### src/rtl/r4_pkg.sv
// r4_pkg: opcodes, FSM states, datapath select encodings and ALU funct constants for the R4 control unit
package r4_pkg;
  localparam logic [6:0] OP_LW  = 7'b0000011;
  localparam logic [6:0] OP_SW  = 7'b0100011;
  localparam logic [6:0] OP_R   = 7'b0110011;
  localparam logic [6:0] OP_I   = 7'b0010011;
  localparam logic [6:0] OP_BEQ = 7'b1100011;
  localparam logic [2:0] F3_ADD = 3'b000;
  localparam logic [2:0] F3_AND = 3'b111;
  localparam logic [2:0] F3_OR  = 3'b110;
  localparam logic [6:0] F7_BASE = 7'b0000000;
  localparam logic [6:0] F7_SUB  = 7'b0100000;
  localparam logic [1:0] IMM_I = 2'b00;
  localparam logic [1:0] IMM_S = 2'b01;
  localparam logic [1:0] IMM_B = 2'b10;
  localparam logic [1:0] SA_PC  = 2'b00;
  localparam logic [1:0] SA_OLD = 2'b01;
  localparam logic [1:0] SA_RS1 = 2'b10;
  localparam logic [1:0] SB_RS2 = 2'b00;
  localparam logic [1:0] SB_IMM = 2'b01;
  localparam logic [1:0] SB_4   = 2'b10;
  localparam logic [1:0] RS_ALUOUT = 2'b00;
  localparam logic [1:0] RS_MDR    = 2'b01;
  localparam logic [1:0] RS_ALU    = 2'b10;
  typedef enum logic [3:0] {
    S_FETCH, S_DECODE, S_MEMADR, S_MEMREAD, S_MEMWB, S_MEMWRITE,
    S_EXECR, S_EXECI, S_ALUWB, S_BEQ, S_HALT
  } state_t;
endpackage

### src/rtl/alu_op_dec.sv
// alu_op_dec: per-state ALU funct select plus legality of the instruction being decoded or executed
module alu_op_dec
  import r4_pkg::*;
(
  input  logic [3:0] state_i,
  input  logic [6:0] op_i,
  input  logic [2:0] funct3_i,
  input  logic [6:0] funct7_i,
  output logic [2:0] alu_funct3_o,
  output logic [6:0] alu_funct7_o,
  output logic       legal_o
);
  logic op_legal, r_legal, i_legal;
  always_comb begin
    op_legal = op_i == OP_LW || op_i == OP_SW || op_i == OP_R || op_i == OP_I ||
               (op_i == OP_BEQ && funct3_i == F3_ADD);
    r_legal = (funct3_i == F3_ADD && (funct7_i == F7_BASE || funct7_i == F7_SUB)) ||
              ((funct3_i == F3_AND || funct3_i == F3_OR) && funct7_i == F7_BASE);
    i_legal = funct3_i == F3_ADD || funct3_i == F3_AND || funct3_i == F3_OR;
    alu_funct3_o = (state_i == S_EXECR || state_i == S_EXECI) ? funct3_i : F3_ADD;
    alu_funct7_o = state_i == S_EXECR ? funct7_i : state_i == S_BEQ ? F7_SUB : F7_BASE;
    legal_o = state_i == S_DECODE ? op_legal :
              state_i == S_EXECR  ? r_legal  :
              state_i == S_EXECI  ? i_legal  : 1'b1;
  end
endmodule

### src/rtl/multicycle_ctrl.sv
// multicycle_ctrl: R4 multicycle FSM driving datapath selects, memory handshake and retired-instruction count
module multicycle_ctrl
  import r4_pkg::*;
#(
  parameter bit RESET_STATE_HALT = 1'b0
) (
  input  logic        clk,
  input  logic        reset,
  input  logic [6:0]  op,
  input  logic [2:0]  funct3,
  input  logic [6:0]  funct7,
  input  logic        zero,
  input  logic        mem_ready,
  output logic        mem_req,
  output logic        mem_write,
  output logic        adr_src,
  output logic        ir_write,
  output logic        pc_write,
  output logic        reg_write,
  output logic [1:0]  imm_src,
  output logic [1:0]  alu_src_a,
  output logic [1:0]  alu_src_b,
  output logic [1:0]  result_src,
  output logic [2:0]  alu_funct3,
  output logic [6:0]  alu_funct7,
  output logic        halted,
  output logic [31:0] instret
);
  state_t state_q, state_d;
  logic [31:0] instret_q, instret_d;
  logic legal, retire, mreq, mwr, irw, pcw, rw;
  alu_op_dec u_dec (
    .state_i(state_q),
    .op_i(op),
    .funct3_i(funct3),
    .funct7_i(funct7),
    .alu_funct3_o(alu_funct3),
    .alu_funct7_o(alu_funct7),
    .legal_o(legal)
  );
  always_comb begin
    state_d = state_q;
    mreq = 1'b0;
    mwr = 1'b0;
    irw = 1'b0;
    pcw = 1'b0;
    rw = 1'b0;
    retire = 1'b0;
    adr_src = 1'b0;
    imm_src = IMM_I;
    alu_src_a = SA_PC;
    alu_src_b = SB_RS2;
    result_src = RS_ALUOUT;
    case (state_q)
      S_FETCH: begin
        mreq = 1'b1;
        alu_src_b = SB_4;
        result_src = RS_ALU;
        irw = mem_ready;
        pcw = mem_ready;
        state_d = mem_ready ? S_DECODE : S_FETCH;
      end
      S_DECODE: begin
        alu_src_a = SA_OLD;
        alu_src_b = SB_IMM;
        imm_src = IMM_B;
        state_d = !legal ? S_HALT :
                  (op == OP_LW || op == OP_SW) ? S_MEMADR :
                  op == OP_R ? S_EXECR :
                  op == OP_I ? S_EXECI : S_BEQ;
      end
      S_MEMADR: begin
        alu_src_a = SA_RS1;
        alu_src_b = SB_IMM;
        imm_src = op == OP_SW ? IMM_S : IMM_I;
        state_d = op == OP_SW ? S_MEMWRITE : S_MEMREAD;
      end
      S_MEMREAD: begin
        mreq = 1'b1;
        adr_src = 1'b1;
        state_d = mem_ready ? S_MEMWB : S_MEMREAD;
      end
      S_MEMWB: begin
        result_src = RS_MDR;
        rw = 1'b1;
        retire = 1'b1;
        state_d = S_FETCH;
      end
      S_MEMWRITE: begin
        mreq = 1'b1;
        mwr = 1'b1;
        adr_src = 1'b1;
        retire = mem_ready;
        state_d = mem_ready ? S_FETCH : S_MEMWRITE;
      end
      S_EXECR: begin
        alu_src_a = SA_RS1;
        state_d = legal ? S_ALUWB : S_HALT;
      end
      S_EXECI: begin
        alu_src_a = SA_RS1;
        alu_src_b = SB_IMM;
        state_d = legal ? S_ALUWB : S_HALT;
      end
      S_ALUWB: begin
        rw = 1'b1;
        retire = 1'b1;
        state_d = S_FETCH;
      end
      S_BEQ: begin
        alu_src_a = SA_RS1;
        pcw = zero;
        retire = 1'b1;
        state_d = S_FETCH;
      end
      default: ;
    endcase
    instret_d = instret_q + {31'd0, retire};
  end
  always_ff @(posedge clk) begin
    if (reset) begin
      state_q <= RESET_STATE_HALT ? S_HALT : S_FETCH;
      instret_q <= '0;
    end else begin
      state_q <= state_d;
      instret_q <= instret_d;
    end
  end
  // enables drop combinationally with reset so an in-flight access aborts that same cycle
  assign mem_req = mreq & ~reset;
  assign mem_write = mwr & ~reset;
  assign ir_write = irw & ~reset;
  assign pc_write = pcw & ~reset;
  assign reg_write = rw & ~reset;
  assign halted = state_q == S_HALT;
  assign instret = instret_q;
endmodule

### config.mk
export PLATFORM = sky130hd
export DESIGN_NAME = multicycle_ctrl
export DESIGN_NICKNAME = d
export VERILOG_FILES = /design/src/rtl/r4_pkg.sv /design/src/rtl/alu_op_dec.sv /design/src/rtl/multicycle_ctrl.sv
export SDC_FILE = /design/constraint.sdc
export NUM_CORES = 1
export LEC_CHECK = 0
export ABC_CLOCK_PERIOD_IN_PS = 8000
export CAP_MARGIN = 0
export CORE_MARGIN = 2
export CORE_UTILIZATION = 40
export CTS_CLUSTER_DIAMETER = 150
export DETAILED_ROUTE_END_ITERATION = 12
export PLACE_DENSITY = 0.73
export SLEW_MARGIN = 20
export SYNTH_ARGS = -nofsm -noshare
export SYNTH_HDL_FRONTEND = slang
export SYNTH_SLANG_ARGS = --single-unit
### constraint.sdc
create_clock -name clk -period 8 [get_ports clk]
set_clock_uncertainty 0.15 [all_clocks]
set_input_delay 0.8 -clock clk [delete_from_list [all_inputs] [get_ports clk]]
set_output_delay 0.8 -clock clk [all_outputs]
set_load 0.1 [all_outputs]
# Yosys cells after proc, flatten, opt, wreduce, memory -nomap -nowiden
# Index checks and enable logic that the tools add are counted.
[word_totals]
word_cells = 79
out_inout_bits = 57
ff_bits = 36
inputBits = 21
[classes]
bitwise_logic = 6
add_sub_neg = 1
eq_ne = 18
n_mux = 28
n_reduce_logical = 24
[op_table]
columns = ["cell", "n"]
rows = [
  ["$add A32 B1 Y32", 1],
  ["$pmux W4 S7", 1],
  ["$eq A7 B6 Y1 const B", 3],
  ["$eq A4 B3 Y1 const B", 4],
  ["$mux W4", 4],
  ["$pmux W2 S2", 4],
  ["$eq A4 B4 Y1 const B", 3],
  ["$mux W3", 4],
  ["$logic_or A1 B1 Y1", 10],
  ["$mux W1", 10],
  ["$reduce_or A3 Y1", 3],
  ["$eq A4 B2 Y1 const B", 2],
  ["$eq A7 B2 Y1 const B", 1],
  ["$eq A7 B5 Y1 const B", 1],
  ["$eq A7 B7 Y1 const B", 1],
  ["$logic_not A7 Y1", 1],
  ["$mux W7", 1],
  ["$reduce_bool A7 Y1", 1],
  ["$eq A3 B3 Y1 const B", 2],
  ["$mux W6", 1],
  ["$reduce_or A2 Y1", 3],
  ["$and A1 B1 Y1", 5],
  ["$eq A4 B1 Y1 const B", 1],
  ["$logic_not A4 Y1", 1],
  ["other kinds (6)", 9],
]

# Depth between registers and ports, before layout
# Gate-level depths: netlist of run 1.
[depth]
ltp_word = 8
ltp_mapped = 11
depth_no_buf = 9

# Hierarchy
# From an unflattened synthesis of run 1, not the netlist that was laid out.
[hier_totals]
cells_unflattened = 281
hier_area_um2 = 2222.1
[by_module_without_submodules]
columns = ["module", "seq_area_each_um2", "cells_each", "area_per_inst_um2", "n_inst"]
rows = [
  ["multicycle_ctrl", 720.7, 253, 2052.0, 1],
  ["alu_op_dec", 0.0, 28, 170.2, 1],
]

# Worst setup path before layout of run 1
# OpenSTA, ideal clock, no wires.
[synth_timing]
kind = "flip-flop to output port"
start = "register state_q[2]"
end = "output pc_write"
path_stages_with_launch = 5
path_buffers = 1
arrival_time_ps = 6655
slack_ps = 395
required_time_ps = 7050
cell_sequence = "dfxtp_1 clkbuf_1 nor4_1 nor3b_1 a41o_1"
[synth_via]
elab_chain_len = 3
word_cells_on_any_way = 4
classes_between = "eq/ne (1); mux (1); bitwise (1); reduce/logical (1)"
[synth_lines]
columns = ["element", "line", "source"]
rows = [
  ["start, declared", "multicycle_ctrl.sv:29", "state_t state_q, state_d;"],
  ["start signal, assigned", "multicycle_ctrl.sv:122", "state_q <= RESET_STATE_HALT ? S_HALT : S_FETCH;"],
  ["start signal, assigned", "multicycle_ctrl.sv:125", "state_q <= state_d;"],
  ["$eq A4 B4 Y1 / $logic_not A4 Y1 (equally long branches)", "multicycle_ctrl.sv:54", "case (state_q)"],
  ["$pmux W1 S2 (*)", "multicycle_ctrl.sv:54", ""],
  ["$and A1 B1 Y1 (*)", "multicycle_ctrl.sv:133", "assign pc_write = pcw & ~reset;"],
  ["end, declared", "multicycle_ctrl.sv:18", "output logic pc_write,"],
]
# Mark *: on every way between the ends. The rest lies on a longest branch, timed or not.

# Final worst setup path of run 1
[layout_timing]
start = "input op[0]"
end = "output imm_src[0]"
[layout_via]
elab_chain_len = 3
[layout_lines]
columns = ["element", "line", "source"]
rows = [
  ["start, declared", "multicycle_ctrl.sv:9", "input logic [6:0] op,"],
  ["$eq A7 B6 Y1", "multicycle_ctrl.sv:75", "imm_src = op == OP_SW ? IMM_S : IMM_I;"],
  ["$mux W1", "multicycle_ctrl.sv:75", ""],
  ["$pmux W2 S2", "multicycle_ctrl.sv:54", ""],
  ["end, declared", "multicycle_ctrl.sv:20", "output logic [1:0] imm_src,"],
]
# No other way between the ends.

==> results of run 1 <==
kinds of logic after synthesis:
logic type | Yosys count
and+or+nand+nor | 134
AOI/OAI and AO/OA | 48
DFF | 36
buffers and inverters | 24
muxes | 6
adders and majority gates | 3
xor gates and xnor gates | 14
power breakdown:
part	internal, W	switching [W]
clock	0.0000592	0.0000610
combinational	0.0000457	0.000118
sequential	0.000183	0.0000129
total	0.000287	0.000192
sequential cells by signal (all words and copies together), names as in the netlist:
register,count
instret,32
state_q,4
layout by cell type (no fill, tap or decap), types with 7 or more instances in the layout:
master	n
nand2_1	14
nor2b_1	9
nor2_1	24
nand4_1	9
nand3_1	14
dfxtp_1	36
or4_1	9
clkdlybuf4s50_1	77
a21oi_1	17
nor3_1	7
xor2_1	11
inv_1	8
and2_1	10
o31ai_1	7
o21ai_0	10
per-stage QoR:
step / hold slack (ns) / setup slack (ns) / cell area, sq um
after global placement: 0.3333 / 3.825 / 2920
after floorplan: 0.5611 / 0.3946 / 2117
after CTS: 0.3564 / 3.704 / 2998
after global routing: 0.3984 / 3.557 / 2998
final: 0.3564 / 3.724 / 2998
after detailed placement: 0.3446 / 3.729 / 2920
area by class of cell:
class | count | area (sq um)
fill | 488 | 2110
clock buffer | 6 | 72.57
tap | 70 | 87.58
inverter | 8 | 30.03
sequential | 36 | 720.7
clock inverter | 1 | 5.005
multi-input combinational | 205 | 1304
timing repair buffer | 78 | 778.2
cell usage after synthesis (2+ instances only):
library cell  instances
nor2_1               24
buf_1                 2
nor3_1                7
mux2_2                4
and2_1               10
a22oi_1               2
a31oi_1               2
inv_1                 8
and4_1                4
nand2b_1              6
dfxtp_1              36
a21oi_1              17
nor3b_1               2
clkbuf_1             12
and3_1                6
buf_2                 2
nor2b_1               9
or2_2                 2
nand4_1               9
nand2_1              14
a21boi_0              2
nor4b_1               2
nor4_1                3
or3_1                 6
xnor2_1               3
nand3b_1              2
mux2i_1               2
o21ai_0              10
xor2_1               11
o31ai_1               7
nand3_1              14
or4_1                 9
ha_1                  2
worst min-delay path, delay by kind of cell, from the launching register on:
kind / cells / cell delay [ns]
compound gates: 2 / 0.12
flops: 1 / 0.34
layer usage:
metal  up-vias  track usage [%]  routed length, um
met5         -                0                  0
met1       980            22.99               2394
met3         8            6.353                431
met4         0            6.000                 87
li1       1108                -                  -
met2        68            29.74               2469
worst max path at each step:
stage                            end  cells past startpoint
after floorplan             pc_write                      4
after global placement    imm_src[0]                      5
after detailed placement  imm_src[0]                      5
after CTS                 imm_src[0]                      5
after global routing      imm_src[0]                      5
final                     imm_src[0]                      5
==> results.toml, run 1 <==
[outcome]
status = "finished clean"

[cts]
clockRootBuffer = "clkbuf_8"
cts_inserted_buffers = 5
cts-resized-gates = 0
cts_hold_buf = 0
cts_tree = "built"
max-clock-path-buffers = 2
path_clk_slew_ns = 0.07
insertion_delay_ns = 0.29
cts_sinks = 36
htreeDepth = 2
cts_setup_buffers = 0

[routing]
viasPerCell = 5.356
vias = 2164
wire_per_inst_um = 13.32
drt-pass1-iter-count = 4
totalWireLength_mm = 5.382
route.antenna.remaining_nets = 0
drc = 0
drtIter0Drc = 92

[synth]
postSynth.asyncResetShare_pct = 0
ys_warn_count = 0
synthesis.area_sq_um = 2117
yosys_register_bits = 36
avgSynthCellArea_sq_um = 7.989
synth_top_area_cell = "dfxtp_1"
synth-edff-count = 0
yosys.area.top_type_share_pct = 34.04
muxShareOfSynthArea_pct = 3.073
ys_types = 47
synth-simple-area-share_pct = 37.06
synth_cells = 265
synth_xor_area_share_pct = 5.792
synth_adder_area_share_pct = 1.655
synthTopCellsByArea = "dfxtp_1 (34%), xor2_1 (4.6%), nor2_1 (4.3%)"
synth_top_flop_cell = "dfxtp_1"
ys_seq_area_share_pct = 34.04
synth_top_family_by_area = "simple AND/OR/NAND/NOR gates"
synth_nets = 288
synth_compound_area_share_pct = 14.01

[sta]
grt_setup_unrepaired = "no"
finalCritPeriodShare_pct = 53.45
setup_viol = 0
worstMarginPinSlew_ns = 1.001
timing.final.crit_period_ns = 4.276
slew_violations = 0
maxSlewHeadroom_pct = 33.04
finalSetupTns_ns = 0
fmax_ghz = 0.2339
hold_viol_final = 0

[hold_path]
min_to = "instret[30]"
hold_path_class = "reg2reg"
hold_path_depth = 2
hold_path.startpoint = "instret[30]"

[setup_path]
startpoint = "op[0]"
r2r-end = "instret[28]"
slowest_delay_ns = 1.21
cp_top_family = "buffers and inverters"
cp.buffers_inverters = 2
reg2reg_from = "state_q[3]"
crit_required_ns = 7.05
cp_cell_sequence = "clkdlybuf4s50_1, nor4bb_1, nand3b_1, nor4_1, clkdlybuf4s50_1"
slowest_stage = "clkdlybuf4s50_1"
r2r_cells = 8
cp-start-kind = "primary input"
critPathMaxFanout = 3
timing.critical_path.mode_cell = "clkdlybuf4s50_1"
path_class = "in2out"
arrival_ns = 3.33
crit_path_end_kind = "output port"
regToRegSetupSlack_ns = 5.00

[power]
peakVddDrop_mv = 0.1446
p_leak_nw = 1.017
p_per_area_nw_per_um2 = 159.9
power_w = 0.0004794

[placed_design]
placed_cells = 397
gp_congestion = 0.7925
dp_hpwl_mm = 3.933
io_buffers = 77

[global_routing]
antenna_found_initial = 0
grt_pass1_vias = 1994
grt_pass1_wl_mm = 9.094
grt_max_degree = 46
grt.total_usage_pct = 18.44
grt_remaining_overflow = 0

[final_layout]
drive_gt1_share_pct = 5.090
fin_nets = 357
area_delta_synth_final_pct = 41.61
final_cells = 404
utilization_pct = 58.70
antenna_cells = 0

[floorplanning]
die_w_um = 76.75
num_rows = 26
io_pins = 78
fp.dieH_um = 76.75
start_util_pct = 41.45
dieArea_sq_um = 5891
core_sq_um = 5107

[job]
drv_cap = 0
Note: power is estimated with default switching activity, not from simulation.
==> inputs of run 2 (changes only) <==
--- a/config.mk
+++ b/config.mk
@@ -5,13 +5,13 @@
 export SDC_FILE = /design/constraint.sdc
 export NUM_CORES = 1
 export LEC_CHECK = 0
-export ABC_CLOCK_PERIOD_IN_PS = 8000
+export ABC_CLOCK_PERIOD_IN_PS = 3700
 export CAP_MARGIN = 0
 export CORE_MARGIN = 2
 export CORE_UTILIZATION = 40
 export CTS_CLUSTER_DIAMETER = 150
 export DETAILED_ROUTE_END_ITERATION = 12
-export PLACE_DENSITY = 0.73
+export PLACE_DENSITY = 0.76
 export SLEW_MARGIN = 20
 export SYNTH_ARGS = -nofsm -noshare
 export SYNTH_HDL_FRONTEND = slang
==> constraint.sdc (replaced) <==
create_clock -name clk -period 3.7 [get_ports clk]
set_clock_uncertainty 0.15 [all_clocks]
set_input_delay 0.37 -clock clk [delete_from_list [all_inputs] [get_ports clk]]
set_output_delay 0.37 -clock clk [all_outputs]
set_load 0.1 [all_outputs]
==> run 2 against run 1 <==
  * Design area is 1.5% higher
  * Clock power up 140%
  * Critical path depth rose by 5
  * Critical endpoint is now instret[28]
  * Largest power group unchanged
==> results.toml, run 2 (same netlist as run 1, synthesis figures left out) <==
[floorplanning]
fp.dieH_um = 76.75
die_w_um = 76.75
start_util_pct = 41.45
num_rows = 26
dieArea_sq_um = 5891
io_pins = 78
core_sq_um = 5107

[setup_path]
crit_path_end_kind = "flop"
cp_cell_sequence = "clkdlybuf4s50_1, nand2b_1, nand3b_1, a21oi_1, ha_1, ha_1, and4_1, nand2_1, or4_1, a21oi_1"
arrival_ns = 2.86
cp-start-kind = "primary input"
cp_top_family = "simple AND/OR/NAND/NOR gates"
path_class = "in2reg"
crit_required_ns = 3.75
slowest_delay_ns = 0.51
critPathMaxFanout = 8
slowest_stage = "or4_1"
cp.buffers_inverters = 1

[placed_design]
io_buffers = 77
gp_congestion = 0.7562
placed_cells = 399
pre_cts_slack_ns = 0.5907
dp_hpwl_mm = 4.049

[cts]
htreeDepth = 2
cts_sinks = 36
path_clk_slew_ns = 0.07
cts_inserted_buffers = 5
max-clock-path-buffers = 2
insertion_delay_ns = 0.28
cts_tree = "built"
cts_hold_buf = 0
cts-resized-gates = 0
cts_setup_buffers = 0
clockRootBuffer = "clkbuf_8"

[global_routing]
grt_remaining_overflow = 0
grt_pass1_wl_mm = 9.315
grtUsageMet2_pct = 33.07
gr-max-usage-layer = "met2"
use_met1_pct = 20.94
grt_pass1_vias = 2140
antenna_found_initial = 0
grt_util_met3_pct = 5.647
grt.total_usage_pct = 18.76
grt_max_degree = 25

[power]
p_per_area_nw_per_um2 = 353.0
power_w = 0.001075
p_leak_nw = 1.098
peakVddDrop_mv = 0.3786

[final_layout]
area_delta_synth_final_pct = 43.79
final_common_cell = "clkdlybuf4s50_1"
largest_reg_flops = 32
drive_gt1_share_pct = 14.84
final_cells = 407
fillCellCount = 498
final_cell_mix = "clkdlybuf4s50_1 (52), dfxtp_1 (36), buf_4 (25)"
antenna_cells = 0
fin_nets = 359

[routing]
vias = 2207
route.antenna.remaining_nets = 0
totalWireLength_mm = 5.312
wire_per_inst_um = 13.05
drtIter0Drc = 130
drt-pass1-iter-count = 4
drc = 0
viasPerCell = 5.423

[sta]
fmax_ghz = 0.3555
hold_viol_final = 0
grt_setup_unrepaired = "no"
fin_ws_ns = 0.8870
hold_slack_ns = 0.3514
setup_viol = 0
slew_violations = 0
timing.final.crit_period_ns = 2.813
maxSlewHeadroom_pct = 33.68
worstMarginPinSlew_ns = 0.9917
finalCritPeriodShare_pct = 76.03
finalSetupTns_ns = 0

[job]
drv_cap = 0

[outcome]
status = "finished clean"

[hold_path]
hold_path_class = "reg2reg"
==> run 2: cell count changes in the layout (fill, tap and decap cells not counted), sizes merged <==
| cell | change |
|---|---|
| buf | +27 |
| clkinv | -1 |
| clkbuf | +2 |
| clkdlybuf4s50 | -25 |
==> run 2: per-layer routing <==
metal	vias up	share of wire, %
li1	1114	-
met1	1020	42
met3	6	7.1
met5	-	0
met2	67	50
met4	0	1.3
==> run 2: area by class of cell <==
class | count | area (sq um) | share of cell area [%]
well taps | 70 | 87.58 | 2.877
multi-input cells | 205 | 1348 | 44.27
repair buffers | 80 | 768.2 | 25.24
inverters | 8 | 30.03 | 0.9864
flip-flops and latches | 36 | 720.7 | 23.67
clock buffers | 8 | 90.09 | 2.959
==> run 2: power breakdown <==
group          leakage (nW)  switching (W)  internal, W
logic                 0.763       0.000267     0.000104
registers             0.290      0.0000259     0.000395
clock network        0.0455       0.000131     0.000152
==> run 2: path summary, 6_finish.rpt <==
path	start	to	slack, ns	depth (start not counted)
setup / recovery	mem_ready	instret[28]	0.89	10
hold / removal	instret[28]	instret[28]	0.35	2
setup reg to reg	state_q[0]	instret[28]	0.93	9
hold reg to reg	instret[28]	instret[28]	0.35	2
==> run 2: tightest hold or removal path: stages, from the launching register on <==
cell	delay, ns
dfxtp_1	0.33
o31ai_1	0.07
a21oi_1	0.06
==> run 2: through the flow <==
| step | area [sq um] | utilization [%] |
|---|---|---|
| after floorplan | 2161 | - |
| after global placement | 2954 | 57.84 |
| after detailed placement | 2954 | 57.84 |
| after CTS | 3044 | 59.60 |
| after global routing | 3044 | 59.60 |
| final | 3044 | 59.60 |
==> inputs of run 3 (changes only) <==
--- a/config.mk
+++ b/config.mk
@@ -5,13 +5,13 @@
 export SDC_FILE = /design/constraint.sdc
 export NUM_CORES = 1
 export LEC_CHECK = 0
-export ABC_CLOCK_PERIOD_IN_PS = 3700
+export ABC_CLOCK_PERIOD_IN_PS = 2750
 export CAP_MARGIN = 0
 export CORE_MARGIN = 2
 export CORE_UTILIZATION = 40
 export CTS_CLUSTER_DIAMETER = 150
 export DETAILED_ROUTE_END_ITERATION = 12
-export PLACE_DENSITY = 0.76
+export PLACE_DENSITY = 0.73
 export SLEW_MARGIN = 20
 export SYNTH_ARGS = -nofsm -noshare
 export SYNTH_HDL_FRONTEND = slang
==> constraint.sdc (replaced) <==
create_clock -name clk -period 2.75 [get_ports clk]
set_clock_uncertainty 0.15 [all_clocks]
set_input_delay 0.275 -clock clk [delete_from_list [all_inputs] [get_ports clk]]
set_output_delay 0.275 -clock clk [all_outputs]
set_load 0.1 [all_outputs]
==> run 3 against run 2 <==
  * Non-clock buffer count grew 11
  * Combinational power grew 64%
  * Critical path depth is the same
  * Design area grew 8.0%
  * Hold slack gained 0.0080 ns
  * Critical path type unchanged
  * Critical endpoint is now instret[26]
  * Largest cell class unchanged
  * Highest routed layer unchanged
==> results.toml, run 3 (same netlist as run 1, synthesis figures left out) <==
[sta]
timing.final.crit_period_ns = 2.492
hold_viol_final = 0
maxSlewHeadroom_pct = 58.41
finalSetupTns_ns = 0
setup_viol = 0
fmax_ghz = 0.4014
finalCritPeriodShare_pct = 90.60
worstMarginPinSlew_ns = 0.6190
grt_setup_unrepaired = "no"
slew_violations = 0

[routing]
wire_per_inst_um = 13.95
vias = 2266
route.antenna.remaining_nets = 0
drt-pass1-iter-count = 4
totalWireLength_mm = 5.818
drc = 0
viasPerCell = 5.434
drtIter0Drc = 175

[global_routing]
grt.total_usage_pct = 20.55
antenna_found_initial = 0
grt_pass1_wl_mm = 10.13
grt_max_degree = 44
grt_remaining_overflow = 0
grt_pass1_vias = 2145

[final_layout]
final_cell_mix = "buf_4 (49), dfxtp_1 (35), nor2_1 (23)"
antenna_cells = 0
final_common_cell = "buf_4"
fin_nets = 370
largest_reg_flops = 32
utilization_pct = 64.38
area_delta_synth_final_pct = 55.32
drive_gt1_share_pct = 27.95

[power]
peakVddDrop_mv = 0.5282
p_leak_nw = 1.274
p_per_area_nw_per_um2 = 452.9

[placed_design]
io_buffers = 77
gp_congestion = 0.8109
dp_hpwl_mm = 4.437

[floorplanning]
io_pins = 78
dieArea_sq_um = 5891
num_rows = 26
core_sq_um = 5107
die_w_um = 76.75
start_util_pct = 41.45
fp.dieH_um = 76.75

[cts]
htreeDepth = 2
cts_sinks = 36
cts_tree = "built"
path_clk_slew_ns = 0.07
cts_inserted_buffers = 5
insertion_delay_ns = 0.28
cts_hold_buf = 0
cts_setup_buffers = 0
clockRootBuffer = "clkbuf_8"
max-clock-path-buffers = 2
cts-resized-gates = 0

[setup_path]
arrival_ns = 2.55
crit_required_ns = 2.81
path_class = "in2reg"
crit_path_end_kind = "flop"
critPathMaxFanout = 6
cp-start-kind = "primary input"

[outcome]
status = "finished clean"

[job]
drv_cap = 0

[hold_path]
hold_path_class = "reg2reg"
[run 3: changes by cell type in the layout (fill, tap and decap cells not counted), moves of 2 or more]
| cell | change |
|---|---|
| clkdlybuf4s50_1 | -32 |
| nor3b_2 | -2 |
| buf_12 | +19 |
| buf_4 | +24 |
[run 3: per-stage QoR]
step	power (W)	worst slack, ns	std cells	hold slack, ns	cell area, sq um
floorplan	0.0009663	-0.9141	265	0.3443	2190
global placement	0.001155	0.07789	410	0.3379	3211
detailed placement	0.001158	-0.03683	410	0.3539	3211
CTS	0.001502	0.2428	417	0.3635	3288
global route	0.001552	0.03771	417	0.3983	3288
finish	0.001489	0.2585	417	0.3594	3288
[run 3: cell type report]
| type | instances | area [sq um] |
|---|---|---|
| well taps | 70 | 87.58 |
| repair buffers | 91 | 1008 |
| clock inverters | 1 | 5.005 |
| clock buffers | 6 | 72.57 |
| multi-input cells | 205 | 1363 |
| fillers | 445 | 1819 |
| inverters | 8 | 30.03 |
| flip-flops and latches | 36 | 721.9 |
[run 3: path summary, 6_finish.rpt]
kind                 end  cells after the start         from  slack, ns
min reg2reg  instret[28]                      2  instret[28]       0.36
max          instret[26]                     10    mem_ready       0.26
max reg2reg  instret[26]                      8   state_q[3]       0.47
min          instret[28]                      2  instret[28]       0.36
[run 3: metal layers]
metal | track usage, % | wire, um | vias to the layer above | share of wire (%)
met1 | 25.80 | 2507 | 1066 | 43
met4 | 5.455 | 66 | 0 | 1.1
li1 | - | - | 1131 | -
met3 | 6.941 | 414 | 5 | 7.1
met2 | 33.60 | 2829 | 64 | 49
met5 | 0 | 0 | - | 0
[run 3: critical path: stages]
cell and delay, ns:
clkdlybuf4s50_1 0.49, nand2b_1 0.13, nand3b_1 0.08, a21oi_1 0.15, ha_1 0.22, ha_1 0.17, and4_1 0.24, nand2_1 0.13
or4_1 0.49, a21oi_1 0.17
[run 3: report_power, final]
| part | leakage [nW] | internal (W) | switching, W | total, W |
|---|---|---|---|---|
| Sequential | 0.291 | 0.000532 | 0.00000761 | 0.000539 |
| Clock | 0.0410 | 0.000172 | 0.000171 | 0.000343 |
| Combinational | 0.942 | 0.000200 | 0.000406 | 0.000607 |
